===== config.mk =====
export PLATFORM = sky130hd
export DESIGN_NAME = dev_hex_display
export DESIGN_NICKNAME = d
export VERILOG_FILES = /design/src/rtl/dev_hex_display.sv
export SDC_FILE = /design/constraint.sdc
export NUM_CORES = 1
export LEC_CHECK = 0
export CORE_MARGIN = 2
export CORE_UTILIZATION = 54
export DETAILED_ROUTE_END_ITERATION = 10
export PLACE_DENSITY_LB_ADDON = 0.2
export SYNTH_ARGS = -nofsm -noshare
export SYNTH_HDL_FRONTEND = slang
export SYNTH_SLANG_ARGS = --single-unit

===== constraint.sdc =====
create_clock -name clk -period 2.1 [get_ports clk]
set_input_delay 0.63 -clock clk [delete_from_list [all_inputs] [get_ports clk]]
set_output_delay 0.63 -clock clk [all_outputs]
set_load 0.1 [all_outputs]

===== src/rtl/dev_hex_display.sv =====
// dev_hex_display: two-digit multiplexed 7-segment driver (PmodSSD style).
// Shows an 8-bit value as two hex digits. The digit select alternates at
// REFRESH_HZ, and the display blanks while en is low.
// Optional build macro DEV_HEX_LEADING_ZERO_BLANK_EN blanks a zero high digit.
// All outputs are registered, so no combinational path runs from inputs to pins.
module dev_hex_display #(
  parameter int CLK_FREQ   = 12_000_000,
  parameter int REFRESH_HZ = 1_000
) (
  input  logic       clk,
  input  logic       rst,
  input  logic       en,
  input  logic [7:0] hex_val,
  output logic [7:0] hex_pins
);

  localparam int DIV = CLK_FREQ / REFRESH_HZ;
  localparam int CW  = (DIV < 2) ? 1 : $clog2(DIV);
  localparam logic [CW-1:0] CNT_LAST = CW'(DIV - 1);

  generate
    if (DIV < 2) begin : g_bad_div
      $error("dev_hex_display: CLK_FREQ/REFRESH_HZ must be at least 2");
    end
  endgenerate

  logic [CW-1:0] cnt;
  logic          sel;
  logic [7:0]    val_q;
  logic          blank_q;
  logic [3:0]    digit;
  logic [6:0]    seg;
  logic          seg_off;

  // Segment pattern lookup, bit6..0 = gfedcba, active-high.
  function automatic logic [6:0] hex_to_seg(input logic [3:0] nib);
    case (nib)
      4'h0: hex_to_seg = 7'h3F;
      4'h1: hex_to_seg = 7'h06;
      4'h2: hex_to_seg = 7'h5B;
      4'h3: hex_to_seg = 7'h4F;
      4'h4: hex_to_seg = 7'h66;
      4'h5: hex_to_seg = 7'h6D;
      4'h6: hex_to_seg = 7'h7D;
      4'h7: hex_to_seg = 7'h07;
      4'h8: hex_to_seg = 7'h7F;
      4'h9: hex_to_seg = 7'h6F;
      4'hA: hex_to_seg = 7'h77;
      4'hB: hex_to_seg = 7'h7C;
      4'hC: hex_to_seg = 7'h39;
      4'hD: hex_to_seg = 7'h5E;
      4'hE: hex_to_seg = 7'h79;
      default: hex_to_seg = 7'h71;
    endcase
  endfunction

  // Refresh counter: wraps at DIV-1 and flips the digit select in that cycle.
  always_ff @(posedge clk) begin
    // NOTE: non-blocking assignments keep every register sampling the pre-edge values of the others.
    if (rst) begin
      cnt <= '0;
      sel <= 1'b0;
    end else if (cnt == CNT_LAST) begin
      cnt <= '0;
      sel <= ~sel;
    end else begin
      cnt <= cnt + 1'b1;
    end
  end

  // Input stage: capture the value while enabled, and register the blank request.
  always_ff @(posedge clk) begin
    if (rst) begin
      val_q   <= 8'h00;
      blank_q <= 1'b1;
    end else begin
      if (en) val_q <= hex_val;
      blank_q <= ~en;
    end
  end

  // Digit mux and segment decode for the digit that sel is about to light.
  always_comb begin
    // NOTE: every output gets a default first, so no path through this block can infer a latch.
    digit   = 4'h0;
    seg_off = blank_q;
    digit   = sel ? val_q[7:4] : val_q[3:0];
`ifdef DEV_HEX_LEADING_ZERO_BLANK_EN
    if (sel && (val_q[7:4] == 4'h0)) seg_off = 1'b1;
`endif
    seg = seg_off ? 7'h00 : hex_to_seg(digit);
  end

  // Output register: select and matching segments change together, so no ghosting.
  always_ff @(posedge clk) begin
    if (rst) hex_pins <= 8'h00;
    else     hex_pins <= {sel, seg};
  end

endmodule


==> impl_results.md, run 1 <==
- Site Rows: 19
- Max cap viols: 0
- Critical Path Start Type: register
- P per Cell Area: between 700 and 800 mW/mm^2
- Setup TNS: 0 ps
- H-tree depth: 2
- CP Capture Type: register
- Clk Latency, worst-skew pair: 340 ps
- First-pass GRT wire length: 4650 microns
- CTS tree: done
- Critical Path RT: between 2000 and 2500 ps
- DIE AREA: 0.00323 sq mm
- CTS root buf: clkbuf_4
- Setup violators final: 0
- Port bufs: 18
- Peak supply drop: about 0.00064 V
- Setup Buffers After CTS: 0
- # IOs: 19
- Via Count: 1136
- Detailed Route WL: 2670 microns
- Cell area after synthesis: ~0.0015 sq mm
- Final WS setup: between 300 and 400 ps
- Leak: 0.707 nW
- Via/cell ratio: between 5 and 6
- Ranking of synthesized cells by area: dfxtp_1, ha_1, mux2i_1, xnor2_1, nor2_1
- Skew final: 12.1 ps
- Post-Synthesis Net Count: between 150 and 200
- Share of cells above drive strength 1: 0.229
- TritonCTS buffer count: 5
- Clk sink count: 32
- Synth Area per Inst: between 10 and 15 sq um
- Drt wl/cell: roughly 13 microns
- Global route overflow: 0
- Cells after Synth: 150
- Relative slew slack: 0.650
- Worst hold path class: register to register
- Least-Margin Pin Slew: 511 ps
- Post-CTS sizing: 0
- Starting Density: 0.555
- Reg area: 641 sq um
- GRT Util Overall: 0.188
- Filler Cell Count: 213
- # hold bufs at CTS: 0
- Clock Tree Buf Depth: 2
- Cell area after layout: 0.00180 sq mm
- Outcome: completed
- RSZ-0062 raised after global routing: false
- Largest net degree at the start of global routing: 12
- Ant. Diodes: 0
- Share of the synthesized area in the top cell type: 0.426
- Vias in the first global route: ~1100
- Final GP Congestion: 0.770
- # DRC: 0
- Yosys cell types: 35
- Seq cells post-synth: 32
- Area Growth Syn to Fin: 19.7%
- Arr. time, crit path: 2080 ps
- DRT iter0 DRCs: 33
- Ys async rst share: 0
- Ys flop type: dfxtp_1
- Final HPWL DP: 2000 microns
- Core area: about 0.0027 sq mm
- Fmax: 557 MHz
- Tmin final: 1800 ps
- Setup WS pre-CTS: 334 ps
- Die width: 56.8 microns
- Worst Path Max Fanout: 4
- EDFF count, synth: 0
- Synth warn: 0
- Final Hold Viols: 0
- Pre-antenna DRT Iters: 4
- Setup CP Type: register to register
- Final Max Tran Viols: 0
- Layout Cells excl Fill: 206
- Chip height: 56.8 microns
- Final worst-path cycle share: 0.855
- Final ANT Viol Nets: 0
- Clk slew on worst S/H paths: 100 ps
- Yosys top cell by area: dfxtp_1
- Placed Instances: a little under 200
- Initial antenna violation count: 0
- DP Area: 0.00171 sq mm
- Multi-input gate area: around 800 sq um
- Register area share after synthesis: 0.426
- Final Power: 0.00134 W
- Fin nets: between 150 and 200
==> synthesized netlist by cell type, types with 3 or more instances <==
library cell	number
a221oi_1	3
nor4_1	3
ha_1	8
xnor2_1	10
dfxtp_1	32
nand4_1	5
inv_1	5
xor2_1	3
clkbuf_1	3
nor2_2	10
mux2i_1	10
nand3_1	4
nor2_1	19
nand2_1	6
nor3_1	4
==> power by group <==
group	switching [W]	leakage, nW	internal (W)
clock	0.000209	0.0515	0.000316
sequential	0.0000130	0.261	0.000627
combinational	0.000102	0.395	0.0000696
==> metal layers <==
| layer | vias up | routed length, microns | track usage |
|---|---|---|---|
| li1 | 563 | - | - |
| met1 | 534 | 1100 | 0.188 |
| met2 | 32 | 1360 | 0.354 |
| met3 | 7 | 154 | 0.0461 |
| met4 | 0 | 56 | 0.0963 |
| met5 | - | 0 | 0 |
==> critical path: stages (launching register included) <==
cell      delay [ps]
dfxtp_1          410
mux2i_1          320
inv_1            140
ha_1             260
or3_1            380
o311ai_1          70
nor2b_1          160
==> placed cells by master (no fill, tap or decap), drive strengths merged, types with 3 or more instances in the layout <==
cell / synthesis / final
dfxtp: 32 / 32
mux2i: 11 / 11
ha: 8 / 8
nand4: 5 / 5
a221oi: 3 / 3
nand2: 6 / 6
clkdlybuf4s50: 0 / 10
xnor2: 10 / 10
mux2: 3 / 3
nor4: 4 / 4
inv: 5 / 5
buf: 3 / 13
nand3: 4 / 4
nor2: 29 / 29
xor2: 3 / 3
nor3: 4 / 4
clkbuf: 3 / 7
==> through the flow <==
stage / hold slack (ps) / util
floorplan: 439 / -
global placement: 453 / 0.630
detailed placement: 461 / 0.630
CTS: 486 / 0.665
global route: 498 / 0.665
finish: 484 / 0.665
==> sequential cells by signal (all words and copies together), names as in the netlist <==
register,count
cnt,14
sel,1
blank_q,1
hex_pins,8
val_q,8
==> worst paths after layout <==
kind         startpoint           to  slack (ps)  depth (start not counted)
max reg2reg         sel  hex_pins[0]         300                          6
max                 sel  hex_pins[0]         300                          6
min              cnt[0]       cnt[0]         480                          1
min reg2reg      cnt[0]       cnt[0]         480                          1
==> cells by family after synthesis <==
logic type	share of synthesized area
flops	0.426
fa+ha+maj	0.0665
xor+xnor	0.0756
compound gates	0.0490
simple gates	0.224
mux	0.116
buf+inv	0.0441
==> cell type report <==
class | count | area share
Clock buffer | 7 | 0.0361
Sequential cell | 32 | 0.356
Clock inverter | 1 | 0.0167
Multi-Input combinational cell | 107 | 0.443
Inverter | 5 | 0.0104
Tap cell | 31 | 0.0215
Timing Repair Buffer | 23 | 0.117
No activity file was read; power rests on OpenSTA's default activity.
==> run 2, diff against run 1 <==
- MAX_ROUTING_LAYER: not set -> met4
- RECOVER_POWER: not set -> 25
- SLEW_MARGIN: not set -> 10
==> impl_results.md, run 2 (same netlist as run 1, synthesis figures left out) <==
- Vias in the first global route: 1105
- Cell family with most CP delay: simple AND/OR/NAND/NOR gates
- # DRC: 0
- CTS tree: done
- DP Area: 0.00171 sq mm
- Leak: 0.697 nW
- Core area: about 0.0027 sq mm
- Final HPWL DP: 2000 microns
- Max FFs per register: 14
- Via Count: about 1100
- Site Rows: 19
- Outcome: completed
- Setup CP Type: register to register
- Skew final: around 13 ps
- Post-CTS sizing: 0
- CP Capture Type: register
- DIE AREA: 0.00323 sq mm
- Biggest regs: cnt: 14 flops, hex_pins: 8 flops, val_q: 8 flops
- Max cap viols: 0
- Filler Cell Count: ~220
- Clk sink count: 32
- Port bufs: 18
- Ant. Diodes: 0
- Commonest cells after routing, fill and taps aside: dfxtp_1, nor2_1, mux2i_1, xnor2_1, nor2_2
- Relative slew slack: 0.600
- Critical path buffers and inverters: 1
- Largest net degree at the start of global routing: 12
- Cells along the critical path: mux2i_1 -> inv_1 -> ha_1 -> or3_1 -> o311ai_1 -> nor2b_1
- Starting Density: 0.555
- Die width: 56.8 microns
- Clk Latency, worst-skew pair: 340 ps
- # IOs: 19
- Final Hold Viols: 0
- GRT Util Overall: 0.193
- Worst Path Max Fanout: 4
- Slowest CP cell: dfxtp_1
- Setup violators final: 0
- Cell area after layout: 0.00179 sq mm
- Critical Path RT: 2380 ps
- H-tree depth: 2
- RSZ-0062 raised after global routing: false
- Initial antenna violation count: 0
- Arr. time, crit path: 2060 ps
- Detailed Route WL: between 2000 and 3000 microns
- DRT iter0 DRCs: 31
- Delay of the slowest critical-path stage: around 400 ps
- Critical Path Start Type: register
- First-pass GRT wire length: 4640 microns
- Multi-input gate area: 798 sq um
- Hold Path Stages: 1
- Setup TNS: 0 ps
- Global route overflow: 0
- Clock Tree Buf Depth: 2
- Drt wl/cell: about 13 microns
- Critical Path Stages: 6
- Final Max Tran Viols: 0
- Share of cells above drive strength 1: 0.211
- Area Growth Syn to Fin: 19.0%
- Worst hold path class: register to register
- Final worst-path cycle share: 0.845
- Least-Margin Pin Slew: 599 ps
- Peak supply drop: 0.000640 V
- TritonCTS buffer count: 5
- Commonest non-fill, non-tap cell in the layout: dfxtp_1
- Fin nets: 193
- Final GP Congestion: 0.781
- CTS root buf: clkbuf_4
- Tmin final: 1780 ps
- Setup Buffers After CTS: 0
- Reg area: 641 sq um
- Pre-antenna DRT Iters: 4
- # hold bufs at CTS: 0
- Clk slew on worst S/H paths: 100 ps
- Fmax: 563 MHz
- Final ANT Viol Nets: 0
- Biggest register: cnt
- P per Cell Area: around 750 mW/mm^2
- Chip height: 56.8 microns
- Via/cell ratio: 5.53
- R2R depth: 6
-- run 2: power by group --
part / internal [W] / switching (W) / leakage (nW)
Combinational: 0.0000663 / 0.000101 / 0.384
Clock: 0.000316 / 0.000211 / 0.0515
Sequential: 0.000627 / 0.0000130 / 0.261
Total: 0.00101 / 0.000325 / 0.697
-- run 2: layout make-up --
cell class              count  area share
clock inverters             1      0.0168
repair buffers             23       0.111
clock buffers               7      0.0363
inverters                   5      0.0105
flip-flops and latches     32       0.358
multi-input cells         107       0.446
well taps                  31      0.0217
-- run 2: stage by stage --
step	worst slack (ps)	cells	hold slack, ps	total power (W)	util
after floorplan	247	150	439	0.000775	-
after global placement	362	198	453	0.000821	0.630
final	325	206	482	0.00134	0.661
after global routing	202	206	498	0.00138	0.661
after CTS	304	206	486	0.00135	0.665
after detailed placement	334	198	461	0.000826	0.630
-- run 2: worst paths after layout --
check | to | slack, ps | start
hold / removal | cnt[0] | 480 | cnt[0]
hold reg to reg | cnt[0] | 480 | cnt[0]
setup / recovery | hex_pins[0] | 320 | sel
setup reg to reg | hex_pins[0] | 320 | sel
-- run 2: routing by layer --
layer	vias to the layer above	routed length (microns)	track usage
met3	8	161	0.0461
met4	0	53	0.0963
met2	31	1350	0.354
met1	537	1090	0.187
li1	564	-	-
met5	-	0	-
==> run 3, diff against run 2 <==
- CORE_UTILIZATION: 54 -> 48
- clock period: 2.1 -> 1.62 ns (I/O delays scaled with it)
==> impl_results.md, run 3 (same netlist as run 1, synthesis figures left out) <==
- Biggest regs: cnt: 14 flops, hex_pins: 8 flops, val_q: 8 flops
- DIE AREA: 0.00360 sq mm
- M1 GR Usage: 0.223
- Detailed Route WL: 3070 microns
- Sequential share of power: 0.522
- Busiest grt layer: met2
- Commonest non-fill, non-tap cell in the layout: dfxtp_1
- Port bufs: 18
- P per Cell Area: 763 mW/mm^2
- Final WS setup: -15.2 ps
- Relative slew slack: 0.748
- Largest net degree at the start of global routing: 15
- DP Area: 0.00192 sq mm
- Max FFs per register: 14
- Fmax: roughly 610 MHz
- Slowest CP cell: or4b_4
- Fin nets: 208
- Initial antenna violation count: 0
- Final Power: ~0.0016 W
- Via Count: 1182
- Via/cell ratio: 5.05
- Die width: 60 microns
- Least-Margin Pin Slew: ~380 ps
- Clock Tree Buf Depth: 2
- Pre-antenna DRT Iters: 6
- Final ANT Viol Nets: 0
- Area Growth Syn to Fin: 39.2%
- Arr. time, crit path: 1880 ps
- Starting Density: 0.497
- Peak supply drop: 0.000581 V
- Combinational share of power: 0.179
- RSZ-0062 raised after global routing: true
- Core area: between 0.003 and 0.004 sq mm
- Global route overflow: 0
- Failing checks: setup timing
- CP Capture Type: register
- Delay of the slowest critical-path stage: between 500 and 600 ps
- # DRC: 0
- Final Hold Viols: 0
- First-pass GRT wire length: 4840 microns
- Placed Instances: about 220
- Setup WS pre-CTS: -64.1 ps
- Switch share: 0.278
- Switch Pwr: roughly 0.00044 W
- Drt wl/cell: 13.1 microns
- H-tree depth: 2
- Clock share of power: 0.299
- Clk sink count: 32
- Leak: 0.800 nW
- # IOs: 19
- Final GP Congestion: 0.852
- Tmin final: 1640 ps
- Clk slew on worst S/H paths: 110 ps
- Critical Path RT: 1860 ps
- Share of cells above drive strength 1: 0.358
- Skew final: 17.4 ps
- Final HPWL DP: between 2000 and 2500 microns
- Biggest register: cnt
- Setup CP Type: register to register
- Site Rows: 20
- Routing usage on met2: 0.293
- Cell area after layout: 0.00209 sq mm
- Setup violators final: 5
- Worst Path Max Fanout: 3
- GRT Util Overall: 0.188
- TritonCTS buffer count: 5
- Vias in the first global route: 1122
- Final Max Tran Viols: 0
- Clk Latency, worst-skew pair: 340 ps
- Critical Path Start Type: register
- Final worst-path cycle share: 1.01
- Commonest cells after routing, fill and taps aside: dfxtp_1, nor2_1, buf_4, nor2_2, clkdlybuf4s50_1
- Max cap viols: 0
- DRT iter0 DRCs: 24
- Outcome: finished, violations left
- Layout Cells excl Fill: 234
- R2R Setup Slk: -20 ps
- CTS root buf: clkbuf_4
- Int Power: 0.00115 W
- Chip height: 60 microns
- Met3 global-route usage: 0.0714
- Worst hold path class: register to register
- Ant. Diodes: 0
- Cells along the critical path: or4b_4 -> nor4_4 -> buf_4 -> xnor2_2 -> nor2_1
- CTS tree: done
## run 3: layout make-up
| cell class | count | area, sq um |
|---|---|---|
| clock inverter | 2 | 10.0 |
| sequential | 32 | 646 |
| clock buffer | 6 | 51.3 |
| timing repair buffer | 37 | 415 |
| multi-input combinational | 108 | 896 |
| tap | 44 | 55.1 |
| inverter | 5 | 21.3 |
| fill | 227 | 933 |
## run 3: timing repair
action                                  in CTS  in global routing
resized for setup                            3                 15
gates cloned                                 0                  1
endpoints found under the setup margin       6                 18
buffers inserted                             0                  3
hold buffers                                 0                  0
pin swaps                                    1                 12
## run 3: per-layer routing
layer | routed length (microns) | part of all wire
met2 | 1610 | 0.52
met1 | 1340 | 0.44
met4 | 0 | 0
met5 | 0 | 0
met3 | 117 | 0.038
## run 3: path summary, 6_finish.rpt
| path | start | endpoint | depth (start not counted) |
|---|---|---|---|
| worst max-delay path | cnt[12] | sel | 5 |
| worst min-delay path | val_q[1] | val_q[1] | 2 |
| worst max register to register | cnt[12] | sel | 5 |
| worst min register to register | val_q[1] | val_q[1] | 2 |
## run 3: power by group through the flow
stage | Sequential [W] | Clock (W) | Combinational [W]
CTS | 0.000834 | 0.000500 | 0.000262
floorplan | 0.000902 | 0 | 0.000108
global placement | 0.000852 | 0 | 0.000252
global route | 0.000839 | 0.000532 | 0.000306
detailed placement | 0.000854 | 0 | 0.000261
finish | 0.000835 | 0.000478 | 0.000286
## run 3: through the flow
step	TNS [ps]	utilization	hold WS, ps
finish	-38.4	0.692	512
global route	-1190	0.692	557
CTS	0	0.657	526
detailed placement	-233	0.636	492
global placement	-38.5	0.636	490
floorplan	0	-	439
## run 3: worst max-delay path, delay by kind of cell, from the launching register on
family                    cells  cell delay, ps
buffers and inverters         1             180
DFF                           1             340
xor gates and xnor gates      1             100
and+or+nand+nor               3             930
